<file path="src/rtl/regfile_access_ctrl.sv">
// Round-robin access sequencer for the two-entry button-control register file.
// Host and system requesters share one rf port; entry 0 is read-only live data.
module regfile_access_ctrl #(
   parameter int DATA_WIDTH     = 32,
   parameter int TIMEOUT_CYCLES = 8
) (
   input  logic                  clk,
   input  logic                  rst_n,
   input  logic                  h_req,
   input  logic                  h_wr,
   input  logic                  h_addr,
   input  logic [DATA_WIDTH-1:0] h_wdata,
   output logic                  h_ack,
   output logic [DATA_WIDTH-1:0] h_rdata,
   output logic                  h_err,
   input  logic                  s_req,
   input  logic                  s_wr,
   input  logic                  s_addr,
   input  logic [DATA_WIDTH-1:0] s_wdata,
   output logic                  s_ack,
   output logic [DATA_WIDTH-1:0] s_rdata,
   output logic                  s_err,
   output logic                  rf_we,
   output logic                  rf_addr_wr,
   output logic                  rf_addr_rd,
   output logic [DATA_WIDTH-1:0] rf_wr_data,
   input  logic [DATA_WIDTH-1:0] rf_rd_data,
   input  logic                  rf_done,
   output logic                  busy
);

   // state     | meaning
   // IDLE      | sample requests, grant, latch the access
   // ISSUE     | drive rf port for one cycle (write strobe or read address)
   // WAIT_DONE | wait for rf_done or time out
   // RESP      | one-cycle ack/err/rdata to the granted requester
   localparam logic [1:0] IDLE      = 2'd0;
   localparam logic [1:0] ISSUE     = 2'd1;
   localparam logic [1:0] WAIT_DONE = 2'd2;
   localparam logic [1:0] RESP      = 2'd3;

   localparam int CW = $clog2(TIMEOUT_CYCLES + 1);
   localparam logic [CW-1:0] TIMEOUT_TC = CW'(TIMEOUT_CYCLES);

   logic [1:0]            state;
   logic                  gnt;         // 0 = host, 1 = system
   logic                  last_grant;
   logic                  wr_q;
   logic                  addr_q;
   logic [DATA_WIDTH-1:0] wdata_q;
   logic                  err_q;
   logic [CW-1:0]         cnt;
   logic [CW-1:0]         cnt_inc;
   logic                  req_any;
   logic                  sel_sys;
   logic                  sel_wr;
   logic                  sel_addr;
   logic                  timed_out;
   logic                  ld_rdata;
   logic                  ld_sys;
   logic [DATA_WIDTH-1:0] ld_value;

   assign req_any   = h_req | s_req;
   assign sel_sys   = (h_req && s_req) ? ~last_grant : s_req;
   assign sel_wr    = sel_sys ? s_wr : h_wr;
   assign sel_addr  = sel_sys ? s_addr : h_addr;
   assign cnt_inc   = cnt + 1'b1;
   assign timed_out = (cnt_inc == TIMEOUT_TC);

   // Response data is loaded on the edge that enters RESP; writes and
   // rejected accesses return zero.
   always_comb begin
      ld_rdata = 1'b0;
      ld_sys   = gnt;
      ld_value = '0;
      case (state)
         IDLE: begin
            ld_sys   = sel_sys;
            ld_rdata = req_any && sel_wr && !sel_addr;
         end
         ISSUE: begin
            ld_rdata = !wr_q;
            ld_value = rf_rd_data;
         end
         WAIT_DONE: ld_rdata = rf_done || timed_out;
         default: ld_rdata = 1'b0;
      endcase
   end

   always_ff @(posedge clk or negedge rst_n) begin
      if (!rst_n) begin
         state      <= IDLE;
         gnt        <= 1'b0;
         last_grant <= 1'b1;
         wr_q       <= 1'b0;
         addr_q     <= 1'b0;
         wdata_q    <= '0;
         err_q      <= 1'b0;
         cnt        <= '0;
         rf_addr_wr <= 1'b0;
         rf_wr_data <= '0;
      end else begin
         case (state)
            IDLE: begin
               if (req_any) begin
                  gnt     <= sel_sys;
                  wr_q    <= sel_wr;
                  addr_q  <= sel_addr;
                  wdata_q <= sel_sys ? s_wdata : h_wdata;
                  if (sel_wr && !sel_addr) begin
                     err_q <= 1'b1;
                     state <= RESP;
                  end else begin
                     if (sel_wr) begin
                        rf_addr_wr <= sel_addr;
                        rf_wr_data <= sel_sys ? s_wdata : h_wdata;
                     end
                     state <= ISSUE;
                  end
               end
            end
            ISSUE: begin
               err_q <= 1'b0;
               if (wr_q) begin
                  cnt   <= '0;
                  state <= WAIT_DONE;
               end else begin
                  state <= RESP;
               end
            end
            WAIT_DONE: begin
               if (rf_done) begin
                  err_q <= 1'b0;
                  state <= RESP;
               end else if (timed_out) begin
                  err_q <= 1'b1;
                  state <= RESP;
               end else begin
                  cnt <= cnt_inc;
               end
            end
            default: begin
               last_grant <= gnt;
               state      <= IDLE;
            end
         endcase
      end
   end

   always_ff @(posedge clk or negedge rst_n) begin
      if (!rst_n) begin
         h_rdata <= '0;
         s_rdata <= '0;
      end else if (ld_rdata) begin
         if (ld_sys) s_rdata <= ld_value;
         else        h_rdata <= ld_value;
      end
   end

   assign busy       = (state != IDLE);
   assign rf_we      = (state == ISSUE) && wr_q;
   assign rf_addr_rd = (state == ISSUE) && !wr_q && addr_q;
   assign h_ack      = (state == RESP) && !gnt;
   assign s_ack      = (state == RESP) && gnt;
   assign h_err      = h_ack && err_q;
   assign s_err      = s_ack && err_q;

endmodule

</file>
<file path="config.mk">
export PLATFORM = sky130hd
export DESIGN_NAME = regfile_access_ctrl
export DESIGN_NICKNAME = d
export VERILOG_FILES = /design/src/rtl/regfile_access_ctrl.sv
export SDC_FILE = /design/constraint.sdc
export NUM_CORES = 1
export LEC_CHECK = 0
export CAP_MARGIN = 10
export CORE_MARGIN = 10
export CORE_UTILIZATION = 26
export CTS_CLUSTER_SIZE = 14
export DETAILED_ROUTE_END_ITERATION = 7
export PLACE_DENSITY = 0.61
export SETUP_SLACK_MARGIN = 0.3
export SLEW_MARGIN = 0
export SYNTH_ARGS = -nofsm -noshare
export SYNTH_HDL_FRONTEND = slang
export SYNTH_SLANG_ARGS = --single-unit
</file>
<file path="constraint.sdc">
create_clock -name clk -period 2.1 [get_ports clk]
set_input_delay 0.21 -clock clk [delete_from_list [all_inputs] [get_ports clk]]
set_output_delay 0.21 -clock clk [all_outputs]
set_load 0.01 [all_outputs]
</file>
==> results.tsv, run 1 <==
metric	value	unit
status	finished clean	
maxSlewViolCount	0	
setup_violations	0	
final_cell_mix	clkdlybuf4s50_1 (200), dfrtp_1 (104), mux2_4 (65)	
max-slew-margin-rel	65.32	%
synthArstFlopShare	100.0	%
viasPerCell	4.377	
htree_levels	3	
antennaDiodeCount	0	
tns	0	ns
period_share	98.49	%
synthFlopType	dfrtp_1	
yosys_warnings	0	
fp.dieH	159.9	um
wire_per_inst	18.00	um
r2r_cells	6	
synth_fp_nets	519	
whs	0.3280	ns
leakage	3.866	nW
clk_latency	0.35	ns
cp_cell_sequence	a21boi_4, mux2_4, o221ai_4, nand3_4, clkbuf_16, mux2_4	
grt_max_degree	60	
synth_seq_area_share	53.12	%
dpl.hpwl	11980	um
areaGrowthSynthToFinish	67.06	%
cp-start-kind	flop	
initialDrtViolationCount	177	
numPortBuffers	208	
end_kind	flop	
syn_area	0.005090	mm2
powerDensity	1313	mW/mm2
cpMaxStageDelayCell	dfstp_2	
critPathTopFamily	multiplexers	
ys_types	39	
dieArea	0.02557	mm2
start_util	26.32	%
timing.rr.end	h_rdata[17]	
rsz0062_at_grt	true	
max_freq	483.5	MHz
cts.sinks	108	
clk_pin_slew_worst_paths	0.08	ns
hp-class	in -> async	
r2r-start	last_grant	
grtUsageTotal	12.93	%
antenna_found_initial	0	
ir_worst_vdd	615.6	uV
crit_top_cell	mux2_4	
path_buf_inv	1	
grt_pass1_vias	4641	
first_pass_iters	4	
final_common_cell	clkdlybuf4s50_1	
antenna_left	0	
dieWidth	159.9	um
ys_seq_elements	108	
rrSetupSlack	0.03	ns
layout-drive-gt1-share	24.89	%
endpoint	h_rdata[17]	
synth_edf_count	0	
gp_congestion	0.7869	
design_area	0.008503	mm2
core_area	0.01933	mm2
hold_viol_final	0	
clock-root-buffer	clkbuf_16	
cts_buffer_depth	2	
critPathMaxStageDelay	0.56	ns
cts_buffers	9	
fillers	1812	
num_io_pins	209	
path_class	reg -> reg	
drcViolationCount	0	
fp-row-count	51	
fin_nets	761	
clock_skew	0.009811	ns
tightest_slew	0.5202	ns
drv_cap	0	
grt-ovfl-total	0	
syn_inst	408	
p_total	11.17	mW
crit_path_max_fanout	6	
place_area	0.007785	mm2
wl	16560	um
cp.required	2.34	ns
layout_min_cycle_time	2.068	ns
critPathArrivalTime	2.31	ns
worstSetupStartpoint	last_grant	
grt_first_pass_wirelength	26910	um
vias	4027	
path_depth	6	
cts_tree	yes	
avgSynthCellArea	12.48	um2
through the flow:
stage,setup slack (ns),instances,utilization [%]
global placement,-0.1635,885,40.26
floorplan,0.08624,408,-
CTS,0.02708,913,43.33
finish,0.03162,920,43.98
detailed placement,-0.1986,885,40.26
global route,-0.01198,920,43.98
how the worst min path moves through the flow:
| stage | to | depth (start not counted) | slack (ns) |
|---|---|---|---|
| after floorplan | addr_q | 0 | -0.09 |
| after CTS | h_rdata[10] | 2 | 0.34 |
| after detailed placement | h_rdata[10] | 1 | 0.17 |
| after global routing | h_rdata[10] | 2 | 0.35 |
| after global placement | h_rdata[9] | 1 | 0.17 |
| final | h_rdata[10] | 2 | 0.33 |
layer usage:
layer	track usage, %	share of wire [%]	up-vias
met2	20.84	48	149
met1	15.96	44	1961
met3	4.910	7.5	15
met4	3.214	1.3	0
li1	-	-	1902
met5	0	0	-
repair_timing:
item                                    4_1_cts  5_1_grt
hold buffers                                  1        0
gates resized for setup                      34       24
pin swaps                                     5        2
hold endpoints to repair                     27        0
gates cloned                                  6        2
buffers inserted                              5        5
endpoints found under the setup margin      105      108
power by group:
group	switching, mW	total, mW	leakage, nW	internal, mW
Clock	0.871	1.75	0.149	0.876
Sequential	0.521	3.38	1.36	2.86
Combinational	2.44	6.04	2.36	3.59
cell type report:
| type | instances | area [um2] | share of cell area [%] |
|---|---|---|---|
| sequential | 108 | 2708 | 31.84 |
| timing repair buffer | 254 | 2693 | 31.67 |
| multi-input combinational | 271 | 2447 | 28.78 |
| tap | 265 | 331.6 | 3.899 |
| clock buffer | 10 | 239.0 | 2.810 |
| clock inverter | 6 | 60.06 | 0.7063 |
| inverter | 6 | 25.02 | 0.2943 |
cells in the mapped netlist, drive strengths merged (2+ instances only):
master	number	area share (%)
o211ai	2	0.29
dfrtp	107	53
buf	16	2.4
and2	37	4.5
ha	6	1.5
clkbuf	7	0.52
o311ai	2	0.34
a21boi	2	0.37
mux2	69	17
nor2b	4	0.49
nor2	38	2.8
and3b	2	0.34
o21ai	7	0.69
a22oi	2	0.29
a21oi	36	3.5
nand4	2	0.25
mux2i	35	6.9
inv	6	0.44
nand2	13	1.0
nand2b	2	0.25
cell families after synthesis:
logic type	Yosys count	synth area share [%]
AOI/OAI and AO/OA	55	6.760
adders and majority gates	6	1.475
and+or+nand+nor	106	10.96
buffers and inverters	29	3.319
muxes	104	24.36
DFF	108	53.12
sequential cells by signal, summed over array words and instances, names as in the netlist:
register,cells
h_rdata,32
rf_wr_data,32
s_rdata,32
cnt,4
state,2
addr_q,1
err_q,1
gnt,1
last_grant,1
rf_addr_wr,1
wr_q,1
No activity file was read; power rests on OpenSTA's default activity.
==> run 2: changes to the inputs <==
--- a/config.mk
+++ b/config.mk
@@ -6,11 +6,11 @@
 export NUM_CORES = 1
 export LEC_CHECK = 0
 export CAP_MARGIN = 10
-export CORE_MARGIN = 10
-export CORE_UTILIZATION = 26
+export CORE_MARGIN = 2
+export CORE_UTILIZATION = 39
 export CTS_CLUSTER_SIZE = 14
 export DETAILED_ROUTE_END_ITERATION = 7
-export PLACE_DENSITY = 0.61
+export PLACE_DENSITY = 0.83
 export SETUP_SLACK_MARGIN = 0.3
 export SLEW_MARGIN = 0
 export SYNTH_ARGS = -nofsm -noshare
==> results.tsv, run 2 (synthesized netlist as in run 1, its figures left out) <==
metric	value	unit	change
status	finished clean		
busiest_layer	met2		
first_pass_iters	4		unchanged
dpl.hpwl	10220	um	-15%
cts_buffers	9		unchanged
maxSlewViolCount	0		unchanged
fillers	858		-53%
grt_util_met1	27.26	%	+11 points
dieWidth	118.2	um	-26%
largestRegisters	h_rdata (32), rf_wr_data (32), s_rdata (32)		
place_area	0.007616	mm2	-2.2%
fin_nets	764		+0.39%
drv_cap	0		unchanged
cp-start-kind	flop		
clock-root-buffer	clkbuf_16		
clk_latency	0.35	ns	about the same
hold_viol_final	0		unchanged
setup_violations	0		unchanged
period_share	96.00	%	-2.5 points
clk_pin_slew_worst_paths	0.07	ns	about the same
cts_tree	yes		
grtUsageMet3	5.502	%	+0.59 points
start_util	40.17	%	+14 points
cp_cell_sequence	inv_4, ha_4, and2_4, a32oi_4, o221ai_4, nand2_4, buf_12, mux2_2		
design_area	0.008766	mm2	+3.1%
p_total	11.70	mW	+4.8%
gr-usage-met2	36.34	%	+16 points
dieArea	0.01398	mm2	-45%
cpMaxStageDelayCell	dfrtp_2		
cts_buffer_depth	2		unchanged
critPathMaxStageDelay	0.44	ns	-0.12 ns
leakage	3.934	nW	+1.8%
powerDensity	1335	mW/mm2	+1.6%
whs	0.3865	ns	+0.05850 ns
wl	15810	um	-4.5%
areaGrowthSynthToFinish	72.22	%	
core_area	0.01267	mm2	-34%
regArea	0.002708	mm2	unchanged
cts.sinks	108		unchanged
antennaDiodeCount	0		unchanged
final_common_cell	clkdlybuf4s50_1		
max_freq	496.0	MHz	+2.6%
layout-drive-gt1-share	32.07	%	+7.2 points
viasPerCell	5.046		+15%
grt-ovfl-total	0		unchanged
vias	4188		+4.0%
rsz0062_at_grt	true		
fp.dieH	118.2	um	-26%
final_cell_mix	clkdlybuf4s50_1 (200), dfrtp_1 (104), mux2_4 (63)		
fp-row-count	41		-20%
antenna_found_initial	0		unchanged
multi_input_area	0.002704	mm2	+10%
grt_max_degree	47		-22%
num_io_pins	209		unchanged
grt_pass1_vias	4413		-4.9%
end_kind	flop		
crit_path_max_fanout	11		+5
cp.required	2.34	ns	about the same
wire_per_inst	19.05	um	+5.9%
ir_worst_vdd	607.9	uV	-1.3%
gp_congestion	0.8173		+3.9%
initialDrtViolationCount	246		+39%
antenna_left	0		unchanged
htree_levels	3		unchanged
grt_first_pass_wirelength	23790	um	-12%
hp-class	in -> async		
layout_min_cycle_time	2.016	ns	-0.05244 ns
grtUsageTotal	21.83	%	+8.9 points
tightest_slew	0.5233	ns	+0.003075 ns
numPortBuffers	208		unchanged
critPathArrivalTime	2.26	ns	-0.05 ns
path_class	reg -> reg		
max-slew-margin-rel	65.11	%	-0.20 points
drcViolationCount	0		unchanged
clock_skew	0.004704	ns	-0.005107 ns
==> run 2: final cells by class <==
| type | instances | area share (%) |
|---|---|---|
| multi-input combinational | 271 | 30.84 |
| clock buffer | 10 | 2.726 |
| sequential | 108 | 30.89 |
| timing repair buffer | 257 | 31.73 |
| clock inverter | 6 | 1.071 |
| inverter | 6 | 0.2855 |
| tap | 172 | 2.455 |
==> run 2: per-stage QoR <==
stage | TNS (ns) | setup WS [ns] | std cells | util (%)
finish | 0 | 0.08406 | 830 | 69.18
global route | 0 | 0.006647 | 830 | 69.18
CTS | 0 | 0.08546 | 820 | 65.80
detailed placement | -9.366 | -0.1864 | 785 | 60.11
global placement | -6.651 | -0.1342 | 785 | 60.11
floorplan | 0 | 0.08624 | 408 | -
==> run 2: repair_timing <==
| action | in CTS | in global routing |
|---|---|---|
| hold buffers | 1 | 0 |
| endpoints found under the hold margin | 34 | 0 |
| endpoints found under the setup margin | 104 | 104 |
| resized for setup | 33 | 91 |
| gates cloned | 7 | 4 |
| setup buffers | 11 | 6 |
| pin swaps | 5 | 8 |
==> run 2: path summary, 6_finish.rpt <==
check,start,endpoint,slack (ns),depth (start not counted)
max in group asynchronous,rst_n,rf_wr_data[20],0.94,3
worst min-delay path,rst_n,s_rdata[22],0.39,2
worst max-delay path,state[0],s_rdata[0],0.08,8
worst min register to register,addr_q,addr_q,0.48,2
min in group clk,addr_q,addr_q,0.48,2
worst max register to register,state[0],s_rdata[0],0.08,8
==> run 2: layer usage <==
layer,vias up,routed length [um]
met2,187,7824
li1,1910,-
met1,2072,6483
met5,-,0
met4,0,311
met3,19,1194
==> run 2: report_power, final <==
part	internal, mW	switching, mW
clock	1.09	0.803
combinational	3.73	2.60
sequential	2.87	0.609
total	7.69	4.01
==> run 2: worst max-delay path: cells and delay by family, from the launching register on <==
family	cells	cell delay, ns
compound gates	2	0.39
fa+ha+maj	1	0.18
buf+inv	2	0.24
flops	1	0.44
mux	1	0.34
simple gates	2	0.30
